File: src/rtl/cpu_run_control_pkg.sv
// Shared definitions for the CPU run/step/breakpoint sequencer.
package cpu_run_control_pkg;

    // Default width of PC and BRK_ADDR.
    localparam int unsigned PC_W_DFLT = 14;

    // Run-state encodings, also exported on RUN_STATE for the debug overlay.
    typedef enum logic [1:0] {
        RS_RUN    = 2'b00,
        RS_PAUSED = 2'b01,
        RS_BRK    = 2'b10
    } run_state_e;

endpackage

File: src/rtl/cpu_run_control_sync.sv
// Button/level synchronizer with a one-cycle rising-edge pulse.
module btn_sync_edge #(
    parameter int unsigned SYNC_STG = 2
) (
    input  logic clk_i,
    input  logic rst_ni,
    input  logic btn_i,
    output logic level_o,
    output logic rise_o
);

    logic [SYNC_STG-1:0] sync_q;
    logic [SYNC_STG-1:0] sync_d;
    logic                prev_q;

    // Shift the raw input in at bit 0; the top bit is the synchronized level.
    always_comb begin
        sync_d = SYNC_STG'({sync_q, btn_i});
    end

    // Synchronizer chain and previous-level flop for edge detection.
    always_ff @(posedge clk_i or negedge rst_ni) begin
        if (!rst_ni) begin
            sync_q <= '0;
            prev_q <= 1'b0;
        end else begin
            sync_q <= sync_d;
            prev_q <= sync_q[SYNC_STG-1];
        end
    end

    assign level_o = sync_q[SYNC_STG-1];
    assign rise_o  = sync_q[SYNC_STG-1] & ~prev_q;

endmodule

File: src/rtl/cpu_run_control.sv
// Run/step/breakpoint sequencer: divides CLK into a CPU_EN strobe and gates it
// for free-run, pause, single-step and PC-breakpoint halt.
module cpu_run_control
    import cpu_run_control_pkg::*;
#(
    parameter int unsigned DIV_LIMIT = 500,
    parameter int unsigned PC_W      = PC_W_DFLT,
    parameter int unsigned SYNC_STG  = 2
) (
    input  logic            CLK,
    input  logic            CLR,
    input  logic            PAUSE,
    input  logic            STEP,
    input  logic            BRK_EN,
    input  logic [PC_W-1:0] BRK_ADDR,
    input  logic [PC_W-1:0] PC,
    output logic            CPU_EN,
    output logic [1:0]      RUN_STATE,
    output logic            HALTED,
    output logic [31:0]     INSTR_CNT
);

    localparam int unsigned CNT_W = $clog2(DIV_LIMIT + 1);

    logic [CNT_W-1:0] cnt_q, cnt_d;
    logic             tick;
    run_state_e       state_q, state_d;
    logic             step_pend_q, step_pend_d;
    logic             cpu_en_q, cpu_en_d;
    logic [31:0]      instr_cnt_q, instr_cnt_d;
    logic             pause_s;
    logic             pause_rise_unused;
    logic             step_edge;
    logic             brk_hit;
    logic             issue;
    logic             step_clr;

    btn_sync_edge #(.SYNC_STG(SYNC_STG)) u_pause_sync (
        .clk_i  (CLK),
        .rst_ni (CLR),
        .btn_i  (PAUSE),
        .level_o(pause_s),
        .rise_o (pause_rise_unused)
    );

    btn_sync_edge #(.SYNC_STG(SYNC_STG)) u_step_sync (
        .clk_i  (CLK),
        .rst_ni (CLR),
        .btn_i  (STEP),
        .level_o(),
        .rise_o (step_edge)
    );

    assign tick    = (cnt_q == CNT_W'(DIV_LIMIT));
    assign brk_hit = BRK_EN && (PC == BRK_ADDR);

    // Free-running divider next state; never re-phased by the FSM.
    always_comb begin
        cnt_d = tick ? '0 : cnt_q + CNT_W'(1);
    end

    // Run FSM next state, pulse issue and step bookkeeping.
    // A step edge arriving on the consuming tick is only latched, so it is
    // served at the following tick; a press landing while a step is being
    // consumed is absorbed by the single pending bit.
    always_comb begin
        state_d  = state_q;
        issue    = 1'b0;
        step_clr = 1'b0;
        unique case (state_q)
            RS_RUN: begin
                if (pause_s) begin
                    state_d = RS_PAUSED;
                end else if (tick) begin
                    if (brk_hit) state_d = RS_BRK;
                    else         issue   = 1'b1;
                end
            end
            RS_PAUSED: begin
                if (!pause_s) begin
                    state_d = RS_RUN;
                end else if (tick && step_pend_q) begin
                    issue    = 1'b1;
                    step_clr = 1'b1;
                end
            end
            RS_BRK: begin
                if (tick && step_pend_q) begin
                    issue    = 1'b1;
                    step_clr = 1'b1;
                    state_d  = pause_s ? RS_PAUSED : RS_RUN;
                end
            end
            default: state_d = RS_RUN;
        endcase
        step_pend_d = step_clr ? 1'b0 : (step_pend_q | step_edge);
        cpu_en_d    = issue;
        instr_cnt_d = issue ? instr_cnt_q + 32'd1 : instr_cnt_q;
    end

    // Divider, FSM state, pending step, strobe and instruction counter.
    always_ff @(posedge CLK or negedge CLR) begin
        if (!CLR) begin
            cnt_q       <= '0;
            state_q     <= RS_RUN;
            step_pend_q <= 1'b0;
            cpu_en_q    <= 1'b0;
            instr_cnt_q <= '0;
        end else begin
            cnt_q       <= cnt_d;
            state_q     <= state_d;
            step_pend_q <= step_pend_d;
            cpu_en_q    <= cpu_en_d;
            instr_cnt_q <= instr_cnt_d;
        end
    end

    assign CPU_EN    = cpu_en_q;
    assign RUN_STATE = state_q;
    assign HALTED    = (state_q != RS_RUN);
    assign INSTR_CNT = instr_cnt_q;

endmodule

File: config.mk
export PLATFORM = sky130hd
export DESIGN_NAME = cpu_run_control
export DESIGN_NICKNAME = d
export VERILOG_FILES = /design/src/rtl/cpu_run_control_pkg.sv /design/src/rtl/cpu_run_control_sync.sv /design/src/rtl/cpu_run_control.sv
export SDC_FILE = /design/constraint.sdc
export NUM_CORES = 1
export LEC_CHECK = 0
export ABC_AREA = 0
export ABC_CLOCK_PERIOD_IN_PS = 2600
export CORE_ASPECT_RATIO = 0.5
export CORE_MARGIN = 5
export CORE_UTILIZATION = 43
export DETAILED_ROUTE_END_ITERATION = 10
export PLACE_DENSITY = 0.83
export SLEW_MARGIN = 20
export SYNTH_ARGS = -nofsm -noshare
export SYNTH_HDL_FRONTEND = slang
export SYNTH_SLANG_ARGS = --single-unit
File: constraint.sdc
create_clock -name CLK -period 2.6 [get_ports CLK]
set_input_delay 0.26 -clock CLK [delete_from_list [all_inputs] [get_ports CLK]]
set_output_delay 0.26 -clock CLK [all_outputs]
set_load 0.03 [all_outputs]
---- Word-level counts from Yosys, hierarchy flattened ----
Cells that the tools add are included.
W data, S select, Z words.
storage, ports and cells
  register bits ........................... 50
  output and inout bits ................... 36
  word-level logic and storage cells ...... 42
cells by class
  add/subtract/negate cells ............... 2
  eq/ne operators ......................... 8
  mux-type cells .......................... 16
  bitwise operators ....................... 3
  reductions and logical operators ........ 5
operators by type and width
  kind                     number
  $add A32 B1 Y32 const B  1
  $eq A14 B14 Y1           1
  $mux W2                  5
  $add A9 B1 Y9 const B    1
  $eq A9 B9 Y1 const B     1
  $mux W9                  1
  $mux W1                  7
  $ne A3 B2 Y1 const B     2
  $pmux W2 S3              1
  $ne A2 B2 Y1 const B     2
  $reduce_and A4 Y1        1
  $pmux W1 S3              1
  $eq A2 B1 Y1 const B     1
  $eq A2 B2 Y1 const B     1
  $logic_and A1 B1 Y1      2
  $logic_not A2 Y1         1
  $pmux W1 S2              1
  $reduce_bool A2 Y1       1
  $and A1 B1 Y1            1
  $not A1 Y1               1
  $or A1 B1 Y1             1

---- Depth between registers and ports, before layout ----
Gate-level depths: netlist (run 1).
  word-level depth ........................ 6
  gate-level depth with buffers ........... 10

---- Hierarchy ----
Synthesis (run 1) repeated with hierarchy kept, for this count alone.
second synthesis, totals
  cells, all modules ...................... 236
  area total of the unflattened synthesis .. 2633.8 um^2
by module, submodules not included
  module           times used  cells an instance  area each (um^2)  seq. area each (um^2)
  cpu_run_control  1           228                2456.1            1126.1
  btn_sync_edge    2           4                  88.8              75.1

---- Least setup slack after synthesis (run 1) ----
OpenSTA, ideal clock, no wires.
  path kind ............................... register to register
  start point ............................. reg state_q[0] (netlist: RUN_STATE[0])
  end point ............................... reg instr_cnt_q[20] (netlist: INSTR_CNT[20])
  setup time .............................. 0.134 ns
  arrival ................................. 1.958 ns
  required time ........................... 2.466 ns
  path slack .............................. 0.508 ns
  stages on the path, launching flop included .. 8
  period minus slack after synthesis ...... 2.092 ns
  path through ............................ dfrtp_1 -> ha_1 -> nand2b_1 -> nor4_2 -> nand4_1 -> o31a_1 -> or3b_1 -> xnor2_1
on the way
  word-level cells in the longest chain between the ends .. 2
ends and longest elaborated chain
  element                               RTL line                RTL
  start, declared                       cpu_run_control.sv:27   run_state_e state_q, state_d;
  start signal, assigned                cpu_run_control.sv:111  state_q <= state_d;
  $eq A2 B2 Y1 (tied with other cells)  cpu_run_control.sv:70   unique case (state_q)
  $pmux W1 S3 *                         cpu_run_control.sv:70
  end signal, assigned                  cpu_run_control.sv:114  instr_cnt_q <= instr_cnt_d;
  end, declared                         cpu_run_control.sv:30   logic [31:0] instr_cnt_q, instr_cnt_d;
Mark *: on every way between the ends. The rest lies on a longest branch, timed or not.
A chain may end at the register's enable or synchronous reset.

---- Worst setup path after layout (run 1) ----
  start point ............................. reg cnt_q[0]
  end point ............................... reg instr_cnt_q[20] (netlist: INSTR_CNT[20])
on the way
  word-level cells in the longest chain between the ends .. 5
ends and longest elaborated chain
  element                 RTL line                                      RTL
  start, declared         cpu_run_control.sv:25                         logic [CNT_W-1:0] cnt_q, cnt_d;
  start signal, assigned  cpu_run_control.sv:110                        cnt_q <= cnt_d;
  $eq A9 B9 Y1 *          cpu_run_control.sv:54                         assign tick = (cnt_q == CNT_W'(DIV_LIMIT));
  $logic_and A1 B1 Y1     cpu_run_control.sv:82, cpu_run_control.sv:88
  $mux W1                 cpu_run_control.sv:82, cpu_run_control.sv:88
  $mux W1                 cpu_run_control.sv:80                         if (!pause_s) begin
  $pmux W1 S3 *           cpu_run_control.sv:70
Marked as above.

==> tab_implementation.tex, run 1 <==
\begin{tabular}{lr}
\hline
Metric & Value \\
\hline
\multicolumn{2}{l}{\textbf{Placed design}} \\
\quad Dpl cells & 378 \\
\quad Routability cong. & $\sim$0.82 \\
\quad Input/output buffers & 68 \\
\quad DP Area & roughly 3400 um\^{}2 \\
\quad Worst slack at placement & 0.273 ns \\
\quad Final HPWL DP & 4600 um \\
\multicolumn{2}{l}{\textbf{Clock network}} \\
\quad Post-CTS setup repair buffer count & 0 \\
\quad Number of levels in the clock H-tree & 2 \\
\quad Maximum count of clock buffers along a single path & 2 \\
\quad Clock Tree Root & sky130\_fd\_sc\_hd\_\_clkbuf\_16 \\
\quad Total number of clock tree sinks & 50 \\
\quad CTS tree & yes \\
\quad CTS buffer count & 5 \\
\quad Number of gates given a new drive strength after cts & 0 \\
\quad Clock-pin slew reported for the worst setup and hold paths after clock tree synthesis & around 0.07 ns \\
\quad Clk\_lat worst skew & 0.28 ns \\
\quad Number of buffers added to fix hold violations after cts & 0 \\
\multicolumn{2}{l}{\textbf{STA}} \\
\quad Setup repair after global routing missed its margin & false \\
\quad Final period utilization & 91.9\% \\
\quad Final sum of negative setup slack & 0 ns \\
\quad Worst Slack Setup Final & 0.211 ns \\
\quad Count of pins over their slew limit & 0 \\
\quad Tightest Pin Transition & 0.634 ns \\
\quad Clock Skews & 0.0111 ns \\
\quad Final hold violation count & 0 \\
\quad Number of failing setup endpoints in the final timing report & 0 \\
\quad Headroom to the max-slew limit & 57.3\% \\
\quad Hold WS & 0.0688 ns \\
\quad Minimum period implied by the final worst setup slack & around 2.4 ns \\
\quad F\_max & between 400 and 500 MHz \\
\multicolumn{2}{l}{\textbf{Global route}} \\
\quad Total GRT Usage & 16.1\% \\
\quad Vias in the first global route & 2089 \\
\quad Total congestion overflow & 0 \\
\quad Wire length of the first global-routing pass & between 10000 and 15000 um \\
\quad Initial antenna violation count & 0 \\
\quad Largest net degree at the start of global routing & 51 \\
\multicolumn{2}{l}{\textbf{Setup path}} \\
\quad CP max stage delay & 0.42 ns \\
\quad Setup crit start kind & register \\
\quad Cell chain of the critical path & inv\_1 -> ha\_1 -> nand4b\_4 -> nor4\_2 -> nand4\_1 -> o31a\_1 -> buf\_4 -> or3b\_1 -> xnor2\_1 \\
\quad Data arrival time of the critical path & 2.56 ns \\
\quad Slowest cell on crit path & sky130\_fd\_sc\_hd\_\_dfrtp\_1 \\
\quad Crit Path Max Fanout & 11 \\
\quad Type of destination of the critical path & register \\
\quad Critical Path RT & 2.77 ns \\
\quad FF-to-FF path depth & 9 \\
\quad Crit Path Category & register to register \\
\multicolumn{2}{l}{\textbf{Power and ir drop}} \\
\quad Maximum ir drop on the vdd rail & 0.000271 V \\
\quad Internal & 1.31 mW \\
\quad Sequential group share of total power & 47.0\% \\
\quad Lkg Pwr & 1.36 nW \\
\quad Switching power of the nets & 399 uW \\
\quad Power after layout & 1.71 mW \\
\quad Share of power burned in the clock network & 40.0\% \\
\quad Comb pwr share & 13.0\% \\
\quad Sw Share & 23.4\% \\
\quad Pwr Density & 485 nW/um\^{}2 \\
\multicolumn{2}{l}{\textbf{Logic synthesis}} \\
\quad Post-Syn Nets & 276 \\
\quad Dominant combinational cell family by area after synthesis & simple AND/OR/NAND/NOR gates \\
\quad Synthesized-area fraction occupied by xor and xnor cells & 16.3\% \\
\quad Number of distinct library cells after synthesis & 45 \\
\quad Cell Area, Synth & 2580 um\^{}2 \\
\quad Synth Warn \# & 0 \\
\quad Adder-cell share of the synthesized area & between 3 and 4\% \\
\quad Synthesized area divided by synthesized cell count & approximately 11 um\^{}2 \\
\quad Synth Area in Compound Gates & under 10\% \\
\quad Post-synthesis instance total & between 200 and 250 \\
\quad Count of flip-flops with a built-in enable after synthesis & 0 \\
\quad Share of synthesized cell area in and, or, nand and nor gates & approximately a quarter \\
\quad Mux cell area share after synthesis & 0.436\% \\
\quad Share of synthesized flip-flops with an asynchronous set or reset & between 90\% and 100\% \\
\quad Primary FF master, synth & sky130\_fd\_sc\_hd\_\_dfrtp\_1 \\
\quad Number of flip-flops and latches in the synthesized netlist & 50 \\
\quad Post-synthesis sequential area ratio & 48.4\% \\
\multicolumn{2}{l}{\textbf{Layout}} \\
\quad Final standard cell area without fillers & between 3000 and 4000 um\^{}2 \\
\quad Area of all sequential standard cells & around 1300 um\^{}2 \\
\quad Post-layout nets & 352 \\
\quad Multi-input gate area in the final layout & 1270 um\^{}2 \\
\quad Antenna diode count & 0 \\
\quad Share of post-route cells with drive strength above 1 & about a tenth \\
\quad Area added between synthesis and finish & 36.2\% \\
\quad Number of fill cells & 444 \\
\quad Utilization after layout & 62.2\% \\
\quad Final instance count without filler cells & 386 \\
\multicolumn{2}{l}{\textbf{Route}} \\
\quad DRC violations left & 0 \\
\quad Total number of vias & 1984 \\
\quad Vias per Instance & 5.14 \\
\quad First-pass detailed-route iteration total & 6 \\
\quad Routed length per instance & 15.4 um \\
\quad Number of violations reported at the end of detailed-routing iteration 0 & between 70 and 80 \\
\quad Total length of routed wires & 5930 um \\
\quad Count of antenna-violating nets left after detailed routing & 0 \\
\multicolumn{2}{l}{\textbf{Die}} \\
\quad Die height & 64.8 um \\
\quad Number of cell rows & 19 \\
\quad Die Area & a little under 8000 um\^{}2 \\
\quad Initial Utilization & 45.7\% \\
\quad Die width & $\sim$120 um \\
\quad Core Box Area & 5660 um\^{}2 \\
\quad I/O pin count & 69 \\
\multicolumn{2}{l}{\textbf{Run status}} \\
\quad Run status & finished, final reports clean \\
\multicolumn{2}{l}{\textbf{Min path}} \\
\quad Path type of the worst min-delay path & primary input to async pin \\
\multicolumn{2}{l}{\textbf{Job}} \\
\quad Max-cap violations & 0 \\
\hline
\end{tabular}
final cells by class:
class | count | share of cell area [%]
inverters | 10 | 1.07
clock inverters | 1 | 0.249
clock buffers | 7 | 4.34
flip-flops and latches | 50 | 35.5
well taps | 73 | 2.60
multi-input cells | 173 | 36.2
repair buffers | 72 | 20.0
layer usage:
metal | global-route usage, % | vias to the layer above | routed length (um) | part of all wire (%)
met5 | 0 | - | 0 | 0
met4 | 5.56 | 0 | 128 | 2.2
met3 | 2.95 | 12 | 111 | 1.9
met2 | 30.1 | 32 | 3160 | 53
met1 | 19.0 | 978 | 2530 | 43
li1 | - | 962 | - | -
path summary, 6_finish.rpt:
kind	start	to	slack, ns
worst max-delay path	cnt_q[0]	INSTR_CNT[20]	0.21
worst min-delay path	CLR	INSTR_CNT[14]	0.07
worst max register to register	cnt_q[0]	INSTR_CNT[20]	0.21
worst min register to register	u_pause_sync.sync_q[0]	u_pause_sync.sync_q[1]	0.35
max in group asynchronous	CLR	step_pend_q	2.09
min in group CLK	u_pause_sync.sync_q[0]	u_pause_sync.sync_q[1]	0.35
sequential cells by signal (all words and copies together), names as in the netlist:
| register | flops |
|---|---|
| u_pause_sync.sync_q | 2 |
| step_pend_q | 1 |
| RUN_STATE | 2 |
| u_step_sync.sync_q | 2 |
| cnt_q | 9 |
| u_step_sync.prev_q | 1 |
| CPU_EN | 1 |
| INSTR_CNT | 32 |
cells in the final DEF, fill, tap and decap left out, types with 2 or more instances in the layout:
cell type                          n
sky130_fd_sc_hd__ha_1              7
sky130_fd_sc_hd__nand2b_1          2
sky130_fd_sc_hd__nand3_1          14
sky130_fd_sc_hd__or3_1             2
sky130_fd_sc_hd__nand4_1          13
sky130_fd_sc_hd__nor3_2            3
sky130_fd_sc_hd__a31oi_1           2
sky130_fd_sc_hd__a21oi_1           6
sky130_fd_sc_hd__nand2_1          24
sky130_fd_sc_hd__clkbuf_8          2
sky130_fd_sc_hd__nor3b_1           3
sky130_fd_sc_hd__xor2_1           15
sky130_fd_sc_hd__dfrtp_1          50
sky130_fd_sc_hd__clkdlybuf4s50_1  67
sky130_fd_sc_hd__nor3b_2           3
sky130_fd_sc_hd__o21ai_0           5
sky130_fd_sc_hd__inv_1            10
sky130_fd_sc_hd__xnor2_1          33
sky130_fd_sc_hd__nor2_1           13
sky130_fd_sc_hd__and3_1            3
sky130_fd_sc_hd__clkbuf_16         5
sky130_fd_sc_hd__nor2b_1           2
sky130_fd_sc_hd__buf_4             4
power by group through the flow:
| stage | Clock, mW | Sequential [mW] | Combinational, mW |
|---|---|---|---|
| floorplan | 0 | 0.828 | 0.0926 |
| global placement | 0 | 0.813 | 0.215 |
| detailed placement | 0 | 0.816 | 0.224 |
| CTS | 0.698 | 0.801 | 0.225 |
| global route | 0.733 | 0.804 | 0.243 |
| finish | 0.683 | 0.801 | 0.222 |
worst max-delay path, delay by kind of cell, from the launching register on:
kind,cells,cell delay [ns]
buffers and inverters,2,0.27
and+or+nand+nor,4,1.12
AOI/OAI and AO/OA,1,0.13
adders and majority gates,1,0.20
DFF,1,0.42
xor gates and xnor gates,1,0.13
kinds of logic (layout without fill, tap and decap cells):
kind of cell | count (synthesis) | after routing
compound gates | 19 | 19
fa+ha+maj | 7 | 7
buf+inv | 13 | 90
mux | 1 | 1
simple gates | 98 | 98
flops | 50 | 50
xor+xnor | 48 | 48
cell usage after synthesis, drive strengths merged (4+ instances only):
| master | count | area share, % |
|---|---|---|
| xnor2 | 33 | 11 |
| nand4 | 14 | 4.0 |
| nor3b | 6 | 2.3 |
| nand2 | 24 | 3.5 |
| o21ai | 5 | 0.97 |
| nor3 | 4 | 1.4 |
| dfrtp | 50 | 48 |
| xor2 | 15 | 5.1 |
| nor2 | 15 | 2.6 |
| ha | 7 | 3.4 |
| inv | 10 | 1.5 |
| nand3 | 15 | 3.1 |
| a21oi | 6 | 1.2 |
(Power assumes the default switching activity.)
==> run 2: changes to the inputs <==
==> constraint.sdc (replaced) <==
create_clock -name CLK -period 2.6 [get_ports CLK]
set_input_delay 0.26 -clock CLK [delete_from_list [all_inputs] [get_ports CLK]]
set_output_delay 0.26 -clock CLK [all_outputs]
set_load 0.02 [all_outputs]
==> results of run 2 <==
The final DEF is identical to that of run 1. Status: finished, final reports clean.
Among the figures that moved: total power 1.71 mW -> 1.69 mW
==> run 3: changes to the inputs <==
--- a/config.mk
+++ b/config.mk
@@ -6,12 +6,13 @@
 export NUM_CORES = 1
 export LEC_CHECK = 0
 export ABC_AREA = 0
-export ABC_CLOCK_PERIOD_IN_PS = 2600
+export CELL_PAD_IN_SITES_DETAIL_PLACEMENT = 0
+export CELL_PAD_IN_SITES_GLOBAL_PLACEMENT = 1
 export CORE_ASPECT_RATIO = 0.5
 export CORE_MARGIN = 5
-export CORE_UTILIZATION = 43
+export CORE_UTILIZATION = 37
 export DETAILED_ROUTE_END_ITERATION = 10
-export PLACE_DENSITY = 0.83
+export PLACE_DENSITY = 0.9
 export SLEW_MARGIN = 20
 export SYNTH_ARGS = -nofsm -noshare
 export SYNTH_HDL_FRONTEND = slang
==> tab_implementation.tex, run 3 (synthesized netlist as in run 1, its figures left out) <==
\begin{tabular}{lr}
\hline
Metric & Value \\
\hline
\multicolumn{2}{l}{\textbf{Global route}} \\
\quad Largest net degree at the start of global routing & 29 (was 51) \\
\quad Wire length of the first global-routing pass & 9520 um (was 10100 um) \\
\quad Total GRT Usage & 12.9\% (was 16.1\%) \\
\quad Vias in the first global route & 1961 (was 2089) \\
\quad Total congestion overflow & 0 (unchanged) \\
\quad Initial antenna violation count & 0 (unchanged) \\
\multicolumn{2}{l}{\textbf{Route}} \\
\quad Total number of vias & 1933 (was 1984) \\
\quad DRC violations left & 0 (unchanged) \\
\quad Total length of routed wires & 5490 um (was 5930 um) \\
\quad First-pass detailed-route iteration total & 4 (was 6) \\
\quad Count of antenna-violating nets left after detailed routing & 0 (unchanged) \\
\quad Routed length per instance & 13.5 um (was 15.4 um) \\
\quad Vias per Instance & 4.75 (was 5.14) \\
\quad Number of violations reported at the end of detailed-routing iteration 0 & 78 (was 72) \\
\multicolumn{2}{l}{\textbf{Placed design}} \\
\quad Input/output buffers & 68 (unchanged) \\
\quad Routability cong. & 0.748 (was 0.822) \\
\quad Dpl cells & 400 (was 378) \\
\quad Final HPWL DP & 4370 um (was 4600 um) \\
\multicolumn{2}{l}{\textbf{Power and ir drop}} \\
\quad Pwr Density & 490 nW/um\^{}2 (was 481 nW/um\^{}2) \\
\quad Internal & 1.37 mW (was 1.31 mW) \\
\quad Share of power burned in the clock network & 42.2\% (was 40.3\%) \\
\quad Comb pwr share & 12.1\% (was 12.4\%) \\
\quad Sw Share & 21.5\% (was 22.8\%) \\
\quad Lkg Pwr & 1.38 nW (was 1.36 nW) \\
\quad Switching power of the nets & 377 uW (was 387 uW) \\
\quad Maximum ir drop on the vdd rail & 0.000309 V (was 0.000271 V) \\
\quad Sequential group share of total power & 45.7\% (was 47.3\%) \\
\multicolumn{2}{l}{\textbf{Layout}} \\
\quad Commonest non-fill, non-tap cell in the layout & sky130\_fd\_sc\_hd\_\_clkdlybuf4s50\_1 (unchanged) \\
\quad Post-layout nets & 355 (was 352) \\
\quad Final instance count without filler cells & 407 (was 386) \\
\quad Area added between synthesis and finish & 38.2\% (was 36.2\%) \\
\quad Flip-flop count of the largest register after layout & 32 (unchanged) \\
\quad Share of post-route cells with drive strength above 1 & 10.8\% (was 10.2\%) \\
\quad Antenna diode count & 0 (unchanged) \\
\quad Commonest cells after routing, fill and taps aside & 67 x sky130\_fd\_sc\_hd\_\_clkdlybuf4s50\_1, 50 x sky130\_fd\_sc\_hd\_\_dfrtp\_1, 33 x sky130\_fd\_sc\_hd\_\_xnor2\_1, 24 x sky130\_fd\_sc\_hd\_\_nand2\_1, 15 x sky130\_fd\_sc\_hd\_\_xor2\_1 (unchanged) \\
\multicolumn{2}{l}{\textbf{Clock network}} \\
\quad CTS buffer count & 5 (unchanged) \\
\quad CTS tree & yes (unchanged) \\
\quad Maximum count of clock buffers along a single path & 2 (unchanged) \\
\quad Total number of clock tree sinks & 50 (unchanged) \\
\quad Clock-pin slew reported for the worst setup and hold paths after clock tree synthesis & 0.06 ns (was 0.07 ns) \\
\quad Number of buffers added to fix hold violations after cts & 0 (unchanged) \\
\quad Number of gates given a new drive strength after cts & 0 (unchanged) \\
\quad Post-CTS setup repair buffer count & 0 (unchanged) \\
\quad Number of levels in the clock H-tree & 2 (unchanged) \\
\quad Clk\_lat worst skew & 0.28 ns (about the same) \\
\quad Clock Tree Root & sky130\_fd\_sc\_hd\_\_clkbuf\_16 (unchanged) \\
\multicolumn{2}{l}{\textbf{Min path}} \\
\quad Path type of the worst min-delay path & primary input to async pin (unchanged) \\
\multicolumn{2}{l}{\textbf{Setup path}} \\
\quad Setup crit start kind & register (unchanged) \\
\quad Crit Path Category & register to register (unchanged) \\
\quad Critical Path RT & 2.77 ns (about the same) \\
\quad Type of destination of the critical path & register (unchanged) \\
\quad Data arrival time of the critical path & 2.52 ns (was 2.56 ns) \\
\quad Crit Path Max Fanout & 11 (unchanged) \\
\multicolumn{2}{l}{\textbf{Run status}} \\
\quad Run status & finished, violations left (was finished, final reports clean) \\
\quad Violations in the final reports & hold timing \\
\multicolumn{2}{l}{\textbf{STA}} \\
\quad Number of failing setup endpoints in the final timing report & 0 (unchanged) \\
\quad F\_max & 424 MHz (was 419 MHz) \\
\quad Final hold violation count & 26 (was 0) \\
\quad Final period utilization & 90.6\% (was 91.9\%) \\
\quad Hold WS & -0.0127 ns (was 0.0688 ns) \\
\quad Tightest Pin Transition & 0.644 ns (was 0.634 ns) \\
\quad Final sum of negative setup slack & 0 ns (unchanged) \\
\quad Count of pins over their slew limit & 0 (unchanged) \\
\quad Clock Skews & 0.00462 ns (was 0.0111 ns) \\
\quad Setup repair after global routing missed its margin & false (unchanged) \\
\quad Headroom to the max-slew limit & 56.7\% (was 57.3\%) \\
\quad Minimum period implied by the final worst setup slack & 2.36 ns (was 2.39 ns) \\
\multicolumn{2}{l}{\textbf{Die}} \\
\quad Die width & 128 um (was 120 um) \\
\quad I/O pin count & 69 (unchanged) \\
\quad Core Box Area & 6730 um\^{}2 (was 5660 um\^{}2) \\
\quad Number of cell rows & 21 (was 19) \\
\quad Die height & 69.1 um (was 64.8 um) \\
\quad Initial Utilization & 38.4\% (was 45.7\%) \\
\quad Die Area & 8860 um\^{}2 (was 7760 um\^{}2) \\
\multicolumn{2}{l}{\textbf{Job}} \\
\quad Max-cap violations & 0 (unchanged) \\
\hline
\end{tabular}
-- run 3: cell types whose count changed in the layout (fill, tap and decap cells not counted), sizes merged --
| cell | delta |
|---|---|
| buf | +3 |
| bufinv | +1 |
| clkbuf | -1 |
| clkinv | -1 |
-- run 3: routing by layer --
metal  GRT usage, %  routed length [um]
met1           15.7                2350
met2           23.2                2940
met3           2.08                 130
met4           3.76                  61
met5              0                   0
-- run 3: layout make-up --
type	instances	area (um^2)
multi-input cells	173	1270
clock inverters	1	30.0
fillers	594	3150
clock buffers	6	139
well taps	92	115
flip-flops and latches	50	1250
repair buffers	75	728
inverters	10	37.5
-- run 3: final timing paths --
check                      slack, ns                    from                      to  cells after the start
max                             0.24                cnt_q[0]           INSTR_CNT[20]                      9
min                            -0.01                     CLR            INSTR_CNT[1]                      1
max reg2reg                     0.24                cnt_q[0]           INSTR_CNT[20]                      9
min reg2reg                     0.35  u_pause_sync.sync_q[0]  u_pause_sync.sync_q[1]                      0
max in group asynchronous       2.01                     CLR                cnt_q[0]                      2
min in group CLK                0.35  u_pause_sync.sync_q[0]  u_pause_sync.sync_q[1]                      0
-- run 3: power by group through the flow --
stage | logic [mW] | registers (mW) | clock network (mW)
3_3_place_gp | 0.207 | 0.813 | 0
6_report | 0.211 | 0.800 | 0.738
2_1_floorplan | 0.0867 | 0.822 | 0
3_5_place_dp | 0.214 | 0.815 | 0
4_1_cts | 0.215 | 0.800 | 0.758
5_1_grt | 0.232 | 0.801 | 0.800
-- run 3: stage by stage --
| step | setup WS, ns | cell area, um^2 | hold WS [ns] | utilization, % | total power [mW] |
|---|---|---|---|---|---|
| 6_report | 0.243 | 3570 | -0.0127 | 53.1 | 1.75 |
| 3_3_place_gp | 0.310 | 3400 | 0.305 | 50.6 | 1.02 |
| 3_5_place_dp | 0.248 | 3400 | 0.312 | 50.6 | 1.03 |
| 5_1_grt | 0.0549 | 3570 | 0.0466 | 53.1 | 1.83 |
| 2_1_floorplan | 0.573 | 2580 | -0.0356 | - | 0.909 |
| 4_1_cts | 0.222 | 3570 | 0.00695 | 53.1 | 1.77 |
-- run 3: critical path, stage by stage, from the launching register on --
cell and delay [ns]:
sky130_fd_sc_hd__dfrtp_1 0.43, sky130_fd_sc_hd__inv_1 0.08, sky130_fd_sc_hd__ha_1 0.20, sky130_fd_sc_hd__nand4b_4 0.15, sky130_fd_sc_hd__nor4_2 0.39, sky130_fd_sc_hd__nand4_1 0.14
sky130_fd_sc_hd__o31a_1 0.12, sky130_fd_sc_hd__buf_4 0.19, sky130_fd_sc_hd__or3b_1 0.41, sky130_fd_sc_hd__xnor2_1 0.13
